## src/rtl/stopwatch_input_conditioner.sv

```systemverilog
// Synchronises, debounces and pulse-shapes the raw stopwatch board inputs.
// Optional long-press reset is enabled by defining STOPWATCH_LONG_PRESS_RESET_EN.
module stopwatch_input_conditioner #(
  parameter int DEBOUNCE_CYCLES = 1000000,
  parameter int DB_W = 20
`ifdef STOPWATCH_LONG_PRESS_RESET_EN
  ,
  parameter int LONG_PRESS_CYCLES = 100000000,
  parameter int LP_W = 27
`endif
) (
  input  logic Clock,
  input  logic Reset_n,
  input  logic Btn_Pause,
  input  logic Btn_Reset,
  input  logic Sw_Sel,
  input  logic Sw_Adj,
  output logic Pause_pulse,
  output logic Run,
  output logic Reset_pulse,
  output logic Sel,
  output logic Adj
);

  localparam logic [DB_W-1:0] DB_MAX = DB_W'(DEBOUNCE_CYCLES - 1);

  // Channel order: 0 pause, 1 reset, 2 select, 3 adjust.
  logic [3:0]      raw;
  logic [3:0]      sync1;
  logic [3:0]      sync2;
  logic [3:0]      db;
  logic [DB_W-1:0] cnt [4];

  assign raw = {Sw_Adj, Sw_Sel, Btn_Reset, Btn_Pause};

  always_ff @(posedge Clock or negedge Reset_n) begin
    if (!Reset_n) begin
      sync1 <= '0;
      sync2 <= '0;
    end else begin
      sync1 <= raw;
      sync2 <= sync1;
    end
  end

  // A flip needs DEBOUNCE_CYCLES consecutive mismatching samples; any match restarts the count.
  always_ff @(posedge Clock or negedge Reset_n) begin
    if (!Reset_n) begin
      db <= '0;
      for (int i = 0; i < 4; i++) cnt[i] <= '0;
    end else begin
      for (int i = 0; i < 4; i++) begin
        if (sync2[i] == db[i]) begin
          cnt[i] <= '0;
        end else if (cnt[i] == DB_MAX) begin
          db[i]  <= sync2[i];
          cnt[i] <= '0;
        end else begin
          cnt[i] <= cnt[i] + 1'b1;
        end
      end
    end
  end

  always_ff @(posedge Clock or negedge Reset_n) begin
    if (!Reset_n) begin
      Sel <= 1'b0;
      Adj <= 1'b0;
    end else begin
      Sel <= db[2];
      Adj <= db[3];
    end
  end

  typedef enum logic {P_IDLE, P_HELD} pause_state_t;

  pause_state_t pause_state;
  pause_state_t pause_next;
  logic         pause_fire;

  always_comb begin
    pause_next = pause_state;
    pause_fire = 1'b0;
    case (pause_state)
      P_IDLE: begin
        if (db[0]) begin
          pause_next = P_HELD;
          pause_fire = 1'b1;
        end
      end
      P_HELD: begin
        if (!db[0]) pause_next = P_IDLE;
      end
      default: pause_next = P_IDLE;
    endcase
  end

  always_ff @(posedge Clock or negedge Reset_n) begin
    if (!Reset_n) begin
      pause_state <= P_IDLE;
      Pause_pulse <= 1'b0;
      Run         <= 1'b1;
    end else begin
      pause_state <= pause_next;
      Pause_pulse <= pause_fire;
      Run         <= Run ^ pause_fire;
    end
  end

  typedef enum logic [1:0] {R_IDLE, R_HELD, R_FIRED} reset_state_t;

  reset_state_t reset_state;
  reset_state_t reset_next;
  logic         reset_fire;

`ifdef STOPWATCH_LONG_PRESS_RESET_EN
  localparam logic [LP_W-1:0] LP_MAX = LP_W'(LONG_PRESS_CYCLES - 1);

  logic [LP_W-1:0] lp;
  logic [LP_W-1:0] lp_next;

  // Only a hold lasting the full long-press time fires; releasing early abandons the press.
  always_comb begin
    reset_next = reset_state;
    reset_fire = 1'b0;
    lp_next    = '0;
    case (reset_state)
      R_IDLE: begin
        if (db[1]) reset_next = R_HELD;
      end
      R_HELD: begin
        if (!db[1]) begin
          reset_next = R_IDLE;
        end else if (lp == LP_MAX) begin
          reset_next = R_FIRED;
          reset_fire = 1'b1;
        end else begin
          lp_next = lp + 1'b1;
        end
      end
      R_FIRED: begin
        if (!db[1]) reset_next = R_IDLE;
      end
      default: reset_next = R_IDLE;
    endcase
  end

  always_ff @(posedge Clock or negedge Reset_n) begin
    if (!Reset_n) lp <= '0;
    else          lp <= lp_next;
  end
`else
  always_comb begin
    reset_next = reset_state;
    reset_fire = 1'b0;
    case (reset_state)
      R_IDLE: begin
        if (db[1]) begin
          reset_next = R_FIRED;
          reset_fire = 1'b1;
        end
      end
      R_HELD: begin
        reset_next = db[1] ? R_FIRED : R_IDLE;
      end
      R_FIRED: begin
        if (!db[1]) reset_next = R_IDLE;
      end
      default: reset_next = R_IDLE;
    endcase
  end
`endif

  always_ff @(posedge Clock or negedge Reset_n) begin
    if (!Reset_n) begin
      reset_state <= R_IDLE;
      Reset_pulse <= 1'b0;
    end else begin
      reset_state <= reset_next;
      Reset_pulse <= reset_fire;
    end
  end

endmodule
```

## config.mk

```make
export PLATFORM = sky130hd
export DESIGN_NAME = stopwatch_input_conditioner
export DESIGN_NICKNAME = d
export VERILOG_FILES = /design/src/rtl/stopwatch_input_conditioner.sv
export SDC_FILE = /design/constraint.sdc
export NUM_CORES = 1
export LEC_CHECK = 0
export CAP_MARGIN = 0
export CORE_ASPECT_RATIO = 1.4
export CORE_MARGIN = 3
export CORE_UTILIZATION = 40
export CTS_BUF_LIST = sky130_fd_sc_hd__clkbuf_8
export DETAILED_ROUTE_END_ITERATION = 7
export GPL_TIMING_DRIVEN = 0
export PLACE_DENSITY = 0.6
export SLEW_MARGIN = 20
export SYNTH_ARGS = -nofsm -noshare
export SYNTH_HDL_FRONTEND = slang
export SYNTH_SLANG_ARGS = --single-unit
export TNS_END_PERCENT = 50
```

## constraint.sdc

```tcl
create_clock -name Clock -period 1.8 [get_ports Clock]
set_input_delay 0.18 -clock Clock [delete_from_list [all_inputs] [get_ports Clock]]
set_output_delay 0.18 -clock Clock [all_outputs]
set_load 0.03 [all_outputs]
```

# ---- Word level (Yosys, flattened, before mapping)
# Cells that the tools add are included.
dict set report totals {
  register_bits 100
  input_bits 6
  output_inout_bits 5
}
dict set report classes {
  addsub 4
  n_eq_ne 12
  muxes 16
  n_bitwise 5
  reduce_logical 6
}
# op n
set ops {}
lappend ops {{2-to-1 mux 20 bit} 8}
lappend ops {{adder 20 x 1 -> 20 bit, second input constant} 4}
lappend ops {{== test 20 bit, second input constant} 4}
lappend ops {{AND reduction 2 bit} 5}
lappend ops {{2-to-1 mux 2 bit} 3}
lappend ops {{case mux 2 bit (3 select lines)} 1}
lappend ops {{== test 1 bit} 4}
lappend ops {{2-to-1 mux 1 bit} 4}
lappend ops {{!= test 2 bit, second input constant} 2}
lappend ops {{NOT 1 bit} 4}
lappend ops {{== test 2 x 1 -> 1 bit, second input constant} 1}
lappend ops {{== test 2 bit, second input constant} 1}
lappend ops {{zero test 2 bit} 1}
lappend ops {{XOR 1 bit} 1}

# ---- Longest topological paths before layout
# Gate-level depths: netlist of the first run.
dict set report logic_depth {
  ltp_word 3
  mapped_depth 7
  mapped_depth_nobuf 5
}

# ---- Least setup slack after synthesis of the first run
# Ideal clock, no wire load.
dict set report synth_path {
  path_kind {register to register}
  from {register cnt[40] (netlist bit)}
  to {register cnt[58] (netlist bit)}
  setup_time_ps 78
  arrival_time_ps 1900
  setup_slack_ps -179
  stages_incl_launch_ff 7
  n_path_buf 1
  synth_period_minus_slack_ps 1979
  cell_sequence {dfrtp_1 > ha_1 > nand2_1 > or4_1 > buf_2 > or4_1 > a21oi_1}
}
dict set report synth_between {
  elab_chain_len 3
}
# element line_no
set synth_lines {}
lappend synth_lines {{from (decl)} 32} ;# logic [DB_W-1:0] cnt [4];
lappend synth_lines {{from (signal, indexed assignment)} 59} ;# cnt[i] <= cnt[i] + 1'b1;
lappend synth_lines {{adder 20 x 1 -> 20 bit or == test 20 bit (tied branches)} {59, 55}}
lappend synth_lines {{2-to-1 mux 20 bit *} 55} ;# end else if (cnt[i] == DB_MAX) begin
lappend synth_lines {{2-to-1 mux 20 bit *} 53} ;# if (sync2[i] == db[i]) begin
# Every way passes the cells marked *; elsewhere a longest branch is shown, timed or not.
# A chain may end at the register's enable or synchronous reset.

# ---- Worst setup path in the final report of the first run
dict set report layout_path {
  from {register cnt[41] (netlist bit)}
  to {register cnt[58] (netlist bit)}
}
# Same word-level chain as after synthesis.

==> results of run 1 <==
layout by cell type, fill, tap and decap left out, types with 3 or more instances in the layout:
master,count
or4_4,5
nand2_1,19
clkbuf_8,12
mux2_2,4
o21ai_0,17
nor4b_1,3
a21oi_1,21
buf_6,7
nand3_1,20
and3_1,7
xnor2_1,23
clkdlybuf4s50_1,9
nand3_4,3
nor4_1,7
or4_1,8
nand3_2,4
dfrtp_1,94
xor2_1,28
inv_1,15
o31ai_1,10
nor2_1,52
a21oi_2,6
and2_1,4
or3_1,15
nand4_1,19
nor2_2,4
nor3_1,6
nand2_2,4
dfrtp_2,4
buf_4,47
cell type report:
| class | instances | area, sq um |
|---|---|---|
| buffer | 10 | 92.6 |
| clock buffer | 11 | 151 |
| clock inverter | 3 | 63.8 |
| fill | 997 | 5260 |
| inverter | 14 | 52.6 |
| multi-input combinational | 318 | 2210 |
| sequential | 99 | 2480 |
| tap | 141 | 176 |
| timing repair buffer | 58 | 489 |
worst register-to-register path: cells and delay by family (launching register included):
family                     cells  cell delay (ns)
adders and majority gates      1             0.15
and+or+nand+nor                3             0.95
AOI/OAI and AO/OA              1             0.13
buffers and inverters          1             0.15
DFF                            1             0.41
power by group through the flow:
stage	clock network, uW	logic (uW)	registers (uW)
after floorplan	0	67.0	2320
after global placement	0	140	2320
after detailed placement	0	149	2320
after CTS	1630	183	2280
after global routing	1730	236	2290
final	1570	207	2280
kinds of logic (layout without fill, tap and decap cells):
| group | Yosys count | count (layout) | synth area share, % |
|---|---|---|---|
| AO/OA/AOI/OAI | 58 | 58 | 7.23 |
| XOR/XNOR | 51 | 51 | 9.78 |
| adder cells (fa/ha/maj) | 5 | 5 | 1.37 |
| buffers and inverters | 29 | 96 | 2.52 |
| flip-flops | 99 | 99 | 54.3 |
| multiplexers | 4 | 4 | 0.987 |
| AND/OR/NAND/NOR | 200 | 200 | 23.8 |
worst min-delay path by stage:
stage / from / end / slack (ns)
final: Reset_n / cnt[58] / 0.22
after global routing: Reset_n / cnt[56] / 0.23
after detailed placement: Reset_n / cnt[56] / 0.04
after CTS: Reset_n / cnt[45] / 0.22
after global placement: sync1[0] / sync2[0] / 0.33
after floorplan: Reset_n / Adj / -0.12
per-layer routing:
metal,vias to the layer above,track usage [%],share of wire (%)
met5,-,0,0
met4,0,5.46,1.5
met3,14,3.19,2.8
met2,51,25.3,53
met1,1773,20.2,43
li1,1704,-,-
registers in the layout, summed over array words and instances, names as in the netlist:
signal,flops
cnt,80
db,4
sync1,4
sync2,4
Adj,1
Pause_pulse,1
Reset_pulse,1
Run,1
Sel,1
pause_state,1
reset_state,1
metrics by stage:
stage / setup WS [ns] / utilization [%] / instances
finish: -0.0558 / 52.1 / 654
global route: -0.121 / 52.1 / 654
CTS: -0.0937 / 49.1 / 634
detailed placement: -0.353 / 44.5 / 598
global placement: -3.22 / 44.2 / 597
floorplan: -0.139 / - / 446
repair_timing:
action,CTS,global route
pin swaps,7,14
hold buffers,1,0
gates cloned,2,2
endpoints found under the hold margin,21,0
endpoints found under the setup margin,69,83
resized for setup,33,57
setup buffers,22,20
==> impl_metrics.yaml, run 1 <==
status:
  status: "finished with violations"
  violations: "negative setup slack"
critical_path:
  crit_top_cell: "or4_4"
  critPathBufInv: 1
  startpoint: "cnt[41]"
  cp-start-kind: "register"
  critPathMaxStageDelay_ns: 0.47
  worstSetupEndpointType: "register"
  critical_path.top_delay_family: "simple AND/OR/NAND/NOR gates"
  rrSetupSlack_ns: -0.06
  required_ns: 2.10
  cp_cell_sequence: "ha_4 > nand2_2 > or4_4 > buf_6 > or4_4 > a21oi_2"
  critical_path_depth: 6
  r2r_end: "cnt[58]"
  rr_worst_depth: 6
  crit_end: "cnt[58]"
  crit_type: "register to register"
  arrival_ns: 2.15
  cp_max_fo: 7
  crit_slowest_cell: "or4_4"
  r2r-start: "cnt[41]"
logic_synthesis:
  ys_top_cells_by_area: "dfrtp_1, xor2_1, nor2_1"
  synth_nets: 457
  syn_avg_cell_area_sq_um: 10.2
  synth_largest_area_cell: "dfrtp_1"
  synth_most_common_cell: "dfrtp_1"
  ys_top_cells_by_count: "dfrtp_1, nor2_1, xor2_1, a21oi_1, nand3_1"
  syn_area_sq_mm: 0.00457
  synth-edff-count: 0
  synthDistinctLibCells: 35
  synthFlopType: "dfrtp_1"
  yosys_register_bits: 99
  yosysSeqAreaShare_pct: 54.3
  async_flop_share_pct: 100
  synth_warnings: 0
  synth_top_cell_area_share_pct: 53.7
  synthesis.instances: 446
grt:
  track_usage_pct: 15.5
  grt_max_degree: 81
  grt_pass1_wl_um: 16000
  overflow: 0
  antenna_found_initial: 0
  grt_pass1_vias: 3472
final_layout:
  drive_gt1_share_pct: 24.8
  area_growth_pct: 25.3
  final_cell_area_sq_mm: 0.00572
  nets: 521
  antennaDiodeCount: 0
place:
  dp_hpwl_um: 5760
  gp_congestion: 0.807
  dpl_cell_area_sq_mm: 0.00488
  portBuffers: 10
floorplan:
  die_area_sq_mm: 0.0128
  rows: 45
  num_io_pins: 11
  die_y_um: 132
  die_x_um: 96.3
  initial_core_util_pct: 41.6
  core_sq_mm: 0.0110
timing:
  period_share_pct: 103
  skew_ns: 0.0108
  whs_ns: 0.219
  drv_slew: 0
  final_hold_viol_count: 0
  tightest_slew_ns: 0.459
  worst_slack_ns: -0.0558
  relSlewSlack_pct: 69.1
  layout_min_cycle_time_ns: 1.86
  fmax_mhz: 539
  setup_viol: 7
  rsz0062_at_grt: "true"
  timing.setup.tns_ns: -0.144
power_and_ir_drop:
  clkPwrFrac_pct: 38.7
  ir_drop_mv: 0.353
  power.leakage_uw: 0.00236
  total_power_uw: 4060
  switching_share_pct: 21.6
  combPwrFrac_pct: 5.1
  pwr_density_cell_mw_per_mm2: 710
  switching_power_uw: 877
  pwr-share-seq_pct: 56.2
  p_int_uw: 3180
drt:
  wl_per_cell_um: 14.5
  dr.pass1.iters: 4
  viasPerCell: 5.42
  drc: 0
  antenna_left: 0
  drt_iter0_drc: 102
  wirelength_um: 9470
  num_vias: 3542
cts:
  numCtsBuffers: 9
  h-tree-depth: 3
  clkLatencyLatePin_ns: 0.36
  clock-root-buffer: "clkbuf_8"
  cts_tree: "yes"
  clock-sinks: 99
  clk_path_buf_depth: 2
  path_clk_slew_ns: 0.09
job:
  max_cap_violations: 0
worst_hold_path:
  hp-class: "input pin to asynchronous set/reset pin"
(Power assumes the default switching activity.)
==> run 2: changes to the inputs <==
--- a/config.mk
+++ b/config.mk
@@ -5,7 +5,6 @@
 export SDC_FILE = /design/constraint.sdc
 export NUM_CORES = 1
 export LEC_CHECK = 0
-export CAP_MARGIN = 0
 export CORE_ASPECT_RATIO = 1.4
 export CORE_MARGIN = 3
 export CORE_UTILIZATION = 40
@@ -13,6 +12,7 @@
 export DETAILED_ROUTE_END_ITERATION = 7
 export GPL_TIMING_DRIVEN = 0
 export PLACE_DENSITY = 0.6
+export REMOVE_ABC_BUFFERS = 1
 export SLEW_MARGIN = 20
 export SYNTH_ARGS = -nofsm -noshare
 export SYNTH_HDL_FRONTEND = slang
==> impl_metrics.yaml, run 2 (synthesized netlist as in run 1, its figures left out) <==
status:
  status: "finished with violations"
  violations: "negative setup slack"
floorplan:
  core_sq_mm: 0.0110
  rows: 45
  die_y_um: 132
  num_io_pins: 11
  die_area_sq_mm: 0.0128
  die_x_um: 96.3
  initial_core_util_pct: 41.6
cts:
  numCtsBuffers: 9
  clkLatencyLatePin_ns: 0.37
  clock-root-buffer: "clkbuf_8"
  clock-sinks: 99
  cts_tree: "yes"
  path_clk_slew_ns: 0.10
  clk_path_buf_depth: 2
  h-tree-depth: 3
power_and_ir_drop:
  total_power_uw: 3760
  pwr_density_cell_mw_per_mm2: 666
  ir_drop_mv: 0.356
  power.leakage_uw: 0.00233
grt:
  overflow: 0
  grt_pass1_vias: 3340
  grt_max_degree: 65
  track_usage_pct: 14.8
  grt_pass1_wl_um: 15200
  antenna_found_initial: 0
drt:
  num_vias: 3475
  wirelength_um: 9050
  drt_iter0_drc: 100
  drc: 0
  wl_per_cell_um: 13.9
  viasPerCell: 5.35
  antenna_left: 0
  dr.pass1.iters: 4
timing:
  tightest_slew_ns: 0.413
  setup_viol: 3
  layout_min_cycle_time_ns: 1.82
  relSlewSlack_pct: 72.4
  skew_ns: 0.00988
  fmax_mhz: 549
  timing.setup.tns_ns: -0.0335
  worst_slack_ns: -0.0229
  whs_ns: 0.241
  final_hold_viol_count: 0
  rsz0062_at_grt: "true"
  drv_slew: 0
  period_share_pct: 101
critical_path:
  arrival_ns: 2.13
  crit_type: "register to register"
  cp_max_fo: 3
  worstSetupEndpointType: "register"
  cp-start-kind: "register"
  required_ns: 2.10
final_layout:
  layout_common_cells: "dfrtp_1, nor2_1, buf_4"
  drive_gt1_share_pct: 23.6
  final_common_cell: "dfrtp_1"
  largest_reg_flops: 80
  area_growth_pct: 23.6
  regMostFlops: "cnt"
  nets: 515
  antennaDiodeCount: 0
job:
  max_cap_violations: 0
worst_hold_path:
  hp-class: "input pin to register"
place:
  portBuffers: 10
  gp_congestion: 0.760
  dp_hpwl_um: 5490
## run 2: cell type report
cell class / count / area (sq um)
Timing Repair Buffer: 61 / 526
Tap cell: 141 / 176
Fill cell: 1000 / 5340
Clock buffer: 9 / 124
Multi-Input combinational cell: 319 / 2230
Clock inverter: 7 / 47.5
Sequential cell: 99 / 2480
Inverter: 14 / 52.6
## run 2: worst paths after layout
path | start | end | cells past startpoint | slack, ns
worst max-delay path | cnt[21] | cnt[38] | 5 | -0.02
worst min-delay path | Sw_Adj | sync1[3] | 1 | 0.24
worst max register to register | cnt[21] | cnt[38] | 5 | -0.02
worst min register to register | sync1[1] | sync2[1] | 0 | 0.35
max in group asynchronous | Reset_n | Run | 3 | 0.88
min in group asynchronous | Reset_n | cnt[16] | 2 | 0.25
## run 2: layer usage
metal | wire (um) | track usage, % | vias up
met3 | 222 | 2.45 | 14
li1 | - | - | 1698
met4 | 199 | 6.86 | 0
met1 | 4060 | 19.0 | 1721
met2 | 4560 | 23.9 | 42
met5 | 0 | 0 | -
## run 2: what timing repair did
item                                    4_1_cts  5_1_grt
pin swaps                                    11       17
endpoints found under the hold margin        35        0
endpoints found under the setup margin       67       79
setup buffers                                20       23
hold buffers                                  1        0
resized for setup                            22       32
cloned                                        1        2
## run 2: worst max-delay path, stage by stage (launching register included)
cell	delay, ns
dfrtp_1	0.41
ha_4	0.17
nand2_4	0.05
or4_4	0.50
or4_4	0.50
a21oi_2	0.13
## run 2: per-stage QoR
stage	worst slack [ns]	cell area (sq um)	cells	utilization (%)
after floorplan	-1.00	4500	431	-
after global placement	-3.14	4780	582	43.5
after detailed placement	-0.516	4890	587	44.6
after CTS	-0.0851	5350	625	48.7
after global routing	-0.0812	5640	650	51.4
final	-0.0229	5640	650	51.4
## run 2: power breakdown
| group | total, uW | internal [uW] | switching (uW) |
|---|---|---|---|
| clock | 1270 | 497 | 771 |
| sequential | 2280 | 2250 | 27.8 |
| combinational | 208 | 90.8 | 117 |
| total | 3760 | 2840 | 916 |
